## src/rtl/serial_shift_receiver.sv

```systemverilog
// Reassembles an LSB-first serial bit stream into WIDTH-bit words on a valid/ready port.
// Optional even-parity bit after each word when SERIAL_RX_PARITY_EN is defined.
module serial_shift_receiver #(
    parameter int unsigned WIDTH = 8
) (
    input  logic             clk,
    input  logic             rst_n,
    input  logic             clr,
    input  logic             bit_valid,
    input  logic             bit_in,
    input  logic             data_ready,
    output logic [WIDTH-1:0] data_out,
    output logic             data_valid,
    output logic             busy,
    output logic             overrun,
    output logic             parity_err
);

`ifdef SERIAL_RX_PARITY_EN
    localparam int unsigned LAST  = WIDTH;
`else
    localparam int unsigned LAST  = WIDTH - 1;
`endif
    localparam int unsigned CNT_W = $clog2(LAST + 1);

    localparam logic [0:0] IDLE  = 1'b0;
    localparam logic [0:0] SHIFT = 1'b1;

    logic [0:0]       r_state;
    logic [CNT_W-1:0] r_cnt;
    logic [WIDTH-1:0] r_sr;
    logic [WIDTH-1:0] r_data;
    logic             r_valid;
    logic             r_overrun;
    logic             r_parity_err;

    logic [0:0]       w_state_nxt;
    logic [CNT_W-1:0] w_cnt_nxt;
    logic [WIDTH-1:0] w_sr_nxt;
    logic [WIDTH-1:0] w_data_nxt;
    logic             w_valid_nxt;
    logic             w_overrun_nxt;
    logic             w_parity_err_nxt;

    logic             w_last;
    logic [WIDTH-1:0] w_shift;
    logic [WIDTH-1:0] w_word;
    logic             w_word_ok;

    // Inverse of shr: new bit enters at the MSB, so the first bit ends in bit 0.
    assign w_last  = bit_valid && (r_cnt == CNT_W'(LAST));
    assign w_shift = WIDTH'({bit_in, r_sr} >> 1);

`ifdef SERIAL_RX_PARITY_EN
    // Completion is on the parity bit; the data bits are already in r_sr.
    assign w_word    = r_sr;
    assign w_word_ok = ~((^r_sr) ^ bit_in);
`else
    assign w_word    = w_shift;
    assign w_word_ok = 1'b1;
`endif

    always_comb begin
        w_state_nxt      = r_state;
        w_cnt_nxt        = r_cnt;
        w_sr_nxt         = r_sr;
        w_data_nxt       = r_data;
        w_valid_nxt      = r_valid;
        w_overrun_nxt    = r_overrun;
        w_parity_err_nxt = r_parity_err;

        if (clr) begin
            w_state_nxt      = IDLE;
            w_cnt_nxt        = '0;
            w_sr_nxt         = '0;
            w_data_nxt       = '0;
            w_valid_nxt      = 1'b0;
            w_overrun_nxt    = 1'b0;
            w_parity_err_nxt = 1'b0;
        end else begin
            if (bit_valid) begin
                if (w_last) begin
                    w_cnt_nxt   = '0;
                    w_state_nxt = IDLE;
                end else begin
                    w_cnt_nxt   = r_cnt + CNT_W'(1);
                    w_state_nxt = SHIFT;
                end
`ifdef SERIAL_RX_PARITY_EN
                if (!w_last) begin
                    w_sr_nxt = w_shift;
                end
`else
                w_sr_nxt = w_shift;
`endif
            end

            // A completing word may be accepted in the same edge the old one is consumed.
            if (w_last && w_word_ok) begin
                if (!r_valid || data_ready) begin
                    w_data_nxt  = w_word;
                    w_valid_nxt = 1'b1;
                end else begin
                    w_overrun_nxt = 1'b1;
                end
            end else if (r_valid && data_ready) begin
                w_valid_nxt = 1'b0;
            end

            if (w_last && !w_word_ok) begin
                w_parity_err_nxt = 1'b1;
            end
        end
    end

    always_ff @(posedge clk or negedge rst_n) begin
        if (!rst_n) begin
            r_state      <= IDLE;
            r_cnt        <= '0;
            r_sr         <= '0;
            r_data       <= '0;
            r_valid      <= 1'b0;
            r_overrun    <= 1'b0;
            r_parity_err <= 1'b0;
        end else begin
            r_state      <= w_state_nxt;
            r_cnt        <= w_cnt_nxt;
            r_sr         <= w_sr_nxt;
            r_data       <= w_data_nxt;
            r_valid      <= w_valid_nxt;
            r_overrun    <= w_overrun_nxt;
            r_parity_err <= w_parity_err_nxt;
        end
    end

    assign data_out   = r_data;
    assign data_valid = r_valid;
    assign busy       = r_state[0];
    assign overrun    = r_overrun;
`ifdef SERIAL_RX_PARITY_EN
    assign parity_err = r_parity_err;
`else
    assign parity_err = 1'b0;
`endif

endmodule

```

## config.mk

```make
export PLATFORM = sky130hd
export DESIGN_NAME = serial_shift_receiver
export DESIGN_NICKNAME = d
export VERILOG_FILES = /design/src/rtl/serial_shift_receiver.sv
export SDC_FILE = /design/constraint.sdc
export NUM_CORES = 1
export LEC_CHECK = 0
export ABC_AREA = 1
export CAP_MARGIN = 0
export CORE_ASPECT_RATIO = 0.7
export CORE_MARGIN = 2
export CORE_UTILIZATION = 40
export DETAILED_ROUTE_END_ITERATION = 10
export DONT_BUFFER_PORTS = 1
export SYNTH_ARGS = -nofsm -noshare
export SYNTH_HDL_FRONTEND = slang
export SYNTH_SLANG_ARGS = --single-unit
```

## constraint.sdc

```tcl
create_clock -name clk -period 2.8 [get_ports clk]
set_input_delay 0.28 -clock clk [delete_from_list [all_inputs] [get_ports clk]]
set_output_delay 0.28 -clock clk [all_outputs]
set_load 0.02 [all_outputs]
```

==> results.json, run 1 <==
{
  "coreArea_mm2": 0.00214,
  "max_clock_freq_ghz": 0.761,
  "antenna_found_initial": 0,
  "dr_total_vias": 645,
  "wl_per_cell_um": 11.7,
  "grt_max_degree": 22,
  "synth_cell_type_count": 15,
  "initial_utilization_pct": 42.2,
  "worstPathRequired_ns": 3.00,
  "rsz0062_at_grt": "no",
  "cts_tree": "built",
  "powerDensity_mw_per_mm2": 510,
  "leakagePower_nw": 0.488,
  "htree_levels": 1,
  "viasPerCell": 4.81,
  "io_buffers": 0,
  "setup_viol": 0,
  "synth-seq-cells": 21,
  "syn_inst": 100,
  "setup.worst_path.end_class": "register",
  "postRouteAntennaNets": 0,
  "ctsHoldBuffers": 1,
  "synth_compound_area_share_pct": 7.07,
  "dp_hpwl_um": 1170,
  "worstPathArrival_ns": 1.52,
  "fin_crit_ns": 1.31,
  "cp-endpoint": "data_out[6]",
  "fin_skew_ns": 0.00346,
  "cts.sinks": 21,
  "power.switching_w": 0.000116,
  "grt_use_total_pct": 14.2,
  "syn_area_per_cell_um2": 9.02,
  "clkTransAtPathRegs_ns": 0.11,
  "overflow": 0,
  "synth-adder-area-share_pct": 2.77,
  "clkLatencyLatePin_ns": 0.30,
  "reg2reg_to": "data_out[6]",
  "max_slew.worst_pin.slew_ns": 0.914,
  "maxSlewHeadroom_pct": 38.9,
  "cts_max_path_buffers": 2,
  "critPathKind": "register to register",
  "drive_above_1_share_pct": 6.86,
  "detail_route.drc_violations": 0,
  "status": "finished, final reports clean",
  "detail_route.iter0.violations": 22,
  "ys_seq_area_share_pct": 58.3,
  "cts_buffers": 3,
  "tns_ns": 0,
  "synth_top_family_by_area": "simple AND/OR/NAND/NOR gates",
  "grt_pass1_vias": 576,
  "reg2reg_depth": 6,
  "ios": 18,
  "root_buffer": "clkbuf_4",
  "dr.pass1.iters": 4,
  "die_w_um": 60.8,
  "diodes": 0,
  "cell_internal_pwr_w": 0.000374,
  "post_cts_resized": 0,
  "synth_fp_nets": 108,
  "ir_drop_mv": 0.353,
  "drv_slew": 0,
  "fp.dieArea_mm2": 0.00266,
  "hold_class": "primary input to register",
  "post-cts-setup-buffers": 0,
  "hold_viol": 0,
  "synthSimpleGateAreaFrac_pct": 24.1,
  "gp_congestion": 0.758,
  "post-route-util_pct": 45.0,
  "die_y_um": 43.7,
  "cap_violations": 0,
  "syn_to_final_growth_pct": 6.52,
  "p_sw_share_pct": 23.7,
  "nets": 111,
  "p_seq_share_pct": 65.1,
  "muxShareOfSynthArea_pct": 0,
  "grt_pass1_wl_um": 2700,
  "clockPowerShare_pct": 28.8,
  "cp_max_fo": 9,
  "fin_crit_sh_pct": 46.9,
  "rr_startpoint": "r_cnt[0]",
  "rows": 14,
  "routed_wl_um": 1560,
  "r2r_slack_ns": 1.49,
  "combPwrFrac_pct": 6.1,
  "cp-startpoint": "r_cnt[0]",
  "syn_area_um2": 902,
  "start_kind": "register",
  "synthXorXnorAreaFrac_pct": 0,
  "ys_warn_count": 0
}
-- worst max-delay path, cell delays in order, from the launching register on --
cell	delay [ns]
dfrtp_1	0.41
ha_1	0.21
ha_1	0.18
nand2_2	0.10
nand2_2	0.12
nand3_1	0.14
nand2_1	0.06
-- power groups by stage --
stage | logic, W | clock network, W | registers, W
final | 0.0000300 | 0.000141 | 0.000319
after global routing | 0.0000357 | 0.000160 | 0.000320
after CTS | 0.0000307 | 0.000144 | 0.000319
after detailed placement | 0.0000237 | 0 | 0.000325
after global placement | 0.0000235 | 0 | 0.000325
after floorplan | 0.0000230 | 0 | 0.000324
-- cell usage in the layout (no fill, tap or decap), drive strengths merged --
cell type,synthesis,routed
dfrtp,21,21
nand3,19,19
nand2,19,19
inv,13,13
nor2,11,11
o22ai,7,7
clkbuf,0,4
o21ai,3,3
ha,2,2
a21oi,1,1
conb,1,1
dlygate4sd3,0,1
-- registers in the layout, summed over array words and instances (netlist names) --
signal and cells:
data_out 8, r_sr 7, busy 1, overrun 1
data_valid 1, r_cnt 3
-- per-layer routing --
| layer | routed length [um] | GRT usage, % | vias to the layer above |
|---|---|---|---|
| met1 | 827 | 21.6 | 293 |
| li1 | - | - | 332 |
| met5 | 0 | 0 | - |
| met2 | 622 | 17.8 | 18 |
| met3 | 99 | 7.76 | 2 |
| met4 | 12 | 2.61 | 0 |
-- cell families (layout without fill, tap and decap cells) --
family,count (synthesis),in the layout
other,1,1
adders and majority gates,2,2
and+or+nand+nor,49,49
AOI/OAI and AO/OA,11,11
buffers and inverters,16,18
DFF,21,21
-- per-stage QoR --
step | instance area [um2] | setup WS [ns] | hold WS (ns) | total power, W | cells
2_1_floorplan | 902 | 1.61 | -0.0156 | 0.000347 | 100
3_3_place_gp | 925 | 1.52 | -0.0151 | 0.000349 | 129
3_5_place_dp | 925 | 1.49 | -0.0151 | 0.000349 | 129
4_1_cts | 961 | 1.48 | 0.0229 | 0.000494 | 134
5_1_grt | 961 | 1.37 | 0.00335 | 0.000516 | 134
6_report | 961 | 1.49 | 0.0261 | 0.000490 | 134
-- synth_stat cells --
cell type   n  share of area, %
buf_4       1              0.83
o21ai_1     1              0.55
nor2_2      1              0.69
nor2_1     10               4.2
nand2_1    16               6.7
ha_1        2               2.8
inv_1      13               5.4
nand2_2     3               2.1
conb_1      1              0.42
a21oi_1     1              0.55
o21ai_0     2               1.1
o22ai_1     7               4.9
nand3_1    19                11
dfrtp_1    21                58
buf_2       2               1.1
-- layout make-up --
class,instances,area [um2]
Timing Repair Buffer,1,10.0
Clock buffer,4,26.3
Fill cell,231,1180
Sequential cell,21,526
Tap cell,32,40.0
Inverter,13,48.8
Multi-Input combinational cell,63,310
-- worst min path at each step --
stage | cells past startpoint | to | startpoint | slack (ns)
final | 1 | data_valid | clr | 0.03
after global routing | 1 | data_valid | clr | 0.003
after CTS | 1 | data_valid | clr | 0.02
after detailed placement | 0 | r_cnt[1] | rst_n | -0.02
after global placement | 0 | busy | rst_n | -0.02
after floorplan | 0 | busy | rst_n | -0.02
Power figures use the tool's default switching activity.
==> run 2, diff against run 1 <==
==> constraint.sdc (replaced) <==
create_clock -name clk -period 1.1 [get_ports clk]
set_input_delay 0.11 -clock clk [delete_from_list [all_inputs] [get_ports clk]]
set_output_delay 0.11 -clock clk [all_outputs]
set_load 0.02 [all_outputs]
==> results.json, run 2 (synthesis results as in run 1) <==
{
  "stdcell_count": 142,
  "n_fill_cell": 213,
  "hold_class": "primary input to asynchronous set/reset pin",
  "overflow": 0,
  "ios": 18,
  "layout_common_cells": "21 x dfrtp_1, 16 x nand2_1, 12 x inv_1",
  "fin_crit_ns": 1.19,
  "max_clock_freq_ghz": 0.837,
  "dp_hpwl_um": 1270,
  "die_y_um": 43.7,
  "syn_to_final_growth_pct": 27.2,
  "root_buffer": "clkbuf_4",
  "dr_total_vias": 708,
  "antenna_found_initial": 0,
  "nets": 119,
  "cts.sinks": 21,
  "diodes": 0,
  "cp_max_fo": 5,
  "maxSlewHeadroom_pct": 38.4,
  "gp_congestion": 0.763,
  "p_total_w": 0.00129,
  "die_w_um": 60.8,
  "drive_above_1_share_pct": 24.5,
  "drv_slew": 0,
  "status": "finished, violations left",
  "worstPathArrival_ns": 1.40,
  "critPathKind": "register to register",
  "max_slew.worst_pin.slew_ns": 0.924,
  "fin_skew_ns": 0.00374,
  "coreArea_mm2": 0.00214,
  "cts_buffers": 3,
  "hold_viol": 0,
  "clkLatencyLatePin_ns": 0.30,
  "worstPathRequired_ns": 1.30,
  "htree_levels": 1,
  "clkTransAtPathRegs_ns": 0.11,
  "layout_setup_ws_ns": -0.0950,
  "detail_route.drc_violations": 0,
  "wl_per_cell_um": 13.1,
  "initial_utilization_pct": 42.2,
  "powerDensity_mw_per_mm2": 1130,
  "pre_cts_slack_ns": -0.0885,
  "fp.dieArea_mm2": 0.00266,
  "grt_pass1_wl_um": 3040,
  "grt_use_total_pct": 15.7,
  "leakagePower_nw": 0.545,
  "ir_drop_mv": 0.830,
  "io_buffers": 0,
  "fin_crit_sh_pct": 109,
  "timing.hold.ws_ns": 0.00350,
  "setup.worst_path.end_class": "register",
  "cap_violations": 0,
  "setup_viol": 12,
  "dpl.cell_count": 132,
  "detail_route.iter0.violations": 34,
  "routed_wl_um": 1860,
  "grt_pass1_vias": 684,
  "start_kind": "register",
  "layout_commonest_cell": "dfrtp_1",
  "grt_max_degree": 22,
  "largest_reg_flops": 8,
  "rsz0062_at_grt": "yes",
  "viasPerCell": 4.99,
  "postRouteAntennaNets": 0,
  "rows": 14,
  "dr.pass1.iters": 4,
  "violations": "negative setup slack",
  "cts_max_path_buffers": 2,
  "cts_tree": "built"
}
## run 2: cell count changes in the layout (fill, tap and decap cells not counted), moves of 2 or more
cell            delta
nand2_4            +2
nand2_2            -3
o21ai_0            -2
buf_4              +4
nand3_2            +9
nand2_8            +2
nand3_1            -9
dlymetal6s4s_1     +2
ha_1               -2
## run 2: area by class of cell
class                           count  area, um2  share of cell area [%]
Multi-Input combinational cell     64        429                    37.4
Tap cell                           32       40.0                    3.49
Clock buffer                        4       26.3                    2.29
Sequential cell                    21        526                    45.8
Timing Repair Buffer                8       75.1                    6.54
Inverter                           13       51.3                    4.47
## run 2: critical path: stages (launching register included)
cell     delay [ns]
dfrtp_1        0.39
ha_2           0.20
ha_4           0.17
nand2_8        0.08
nand2_4        0.08
nand3_2        0.10
nand2_1        0.07
## run 2: path summary, 6_finish.rpt
path                                from          end  slack [ns]  depth (start not counted)
worst max-delay path            r_cnt[0]  data_out[5]       -0.09                          6
worst min-delay path               rst_n     r_cnt[1]       0.003                          1
worst max register to register  r_cnt[0]  data_out[5]       -0.09                          6
worst min register to register  r_cnt[1]     r_cnt[1]        0.50                          2
max in group asynchronous          rst_n         busy        0.54                          1
min in group clk                  bit_in      r_sr[7]        0.02                          2
## run 2: power breakdown
group	internal [W]	switching, W	total, W
clock network	0.000141	0.000221	0.000363
registers	0.000790	0.0000226	0.000813
logic	0.0000398	0.0000775	0.000117
total	0.000972	0.000322	0.00129
## run 2: through the flow
step,util (%),setup TNS (ns),instance area (um2)
2_1_floorplan,-,-0.155,937
3_3_place_gp,46.0,-0.470,982
3_5_place_dp,46.0,-0.700,982
4_1_cts,50.5,-0.853,1080
5_1_grt,53.7,-1.69,1150
6_report,53.7,-0.862,1150
## run 2: what timing repair did
action,in CTS,in global routing
endpoints found under the setup margin,10,38
hold buffers,2,2
gates cloned,1,0
endpoints found under the hold margin,33,5
resized for setup,10,10
pin swaps,0,3
setup buffers,0,1
## run 2: layer usage
layer / wire length (um) / GRT usage [%] / vias to the layer above
met5: 0 / 0 / -
met2: 875 / 23.2 / 19
met3: 105 / 5.67 / 2
met1: 867 / 22.6 / 340
met4: 10 / 2.61 / 0
li1: - / - / 347
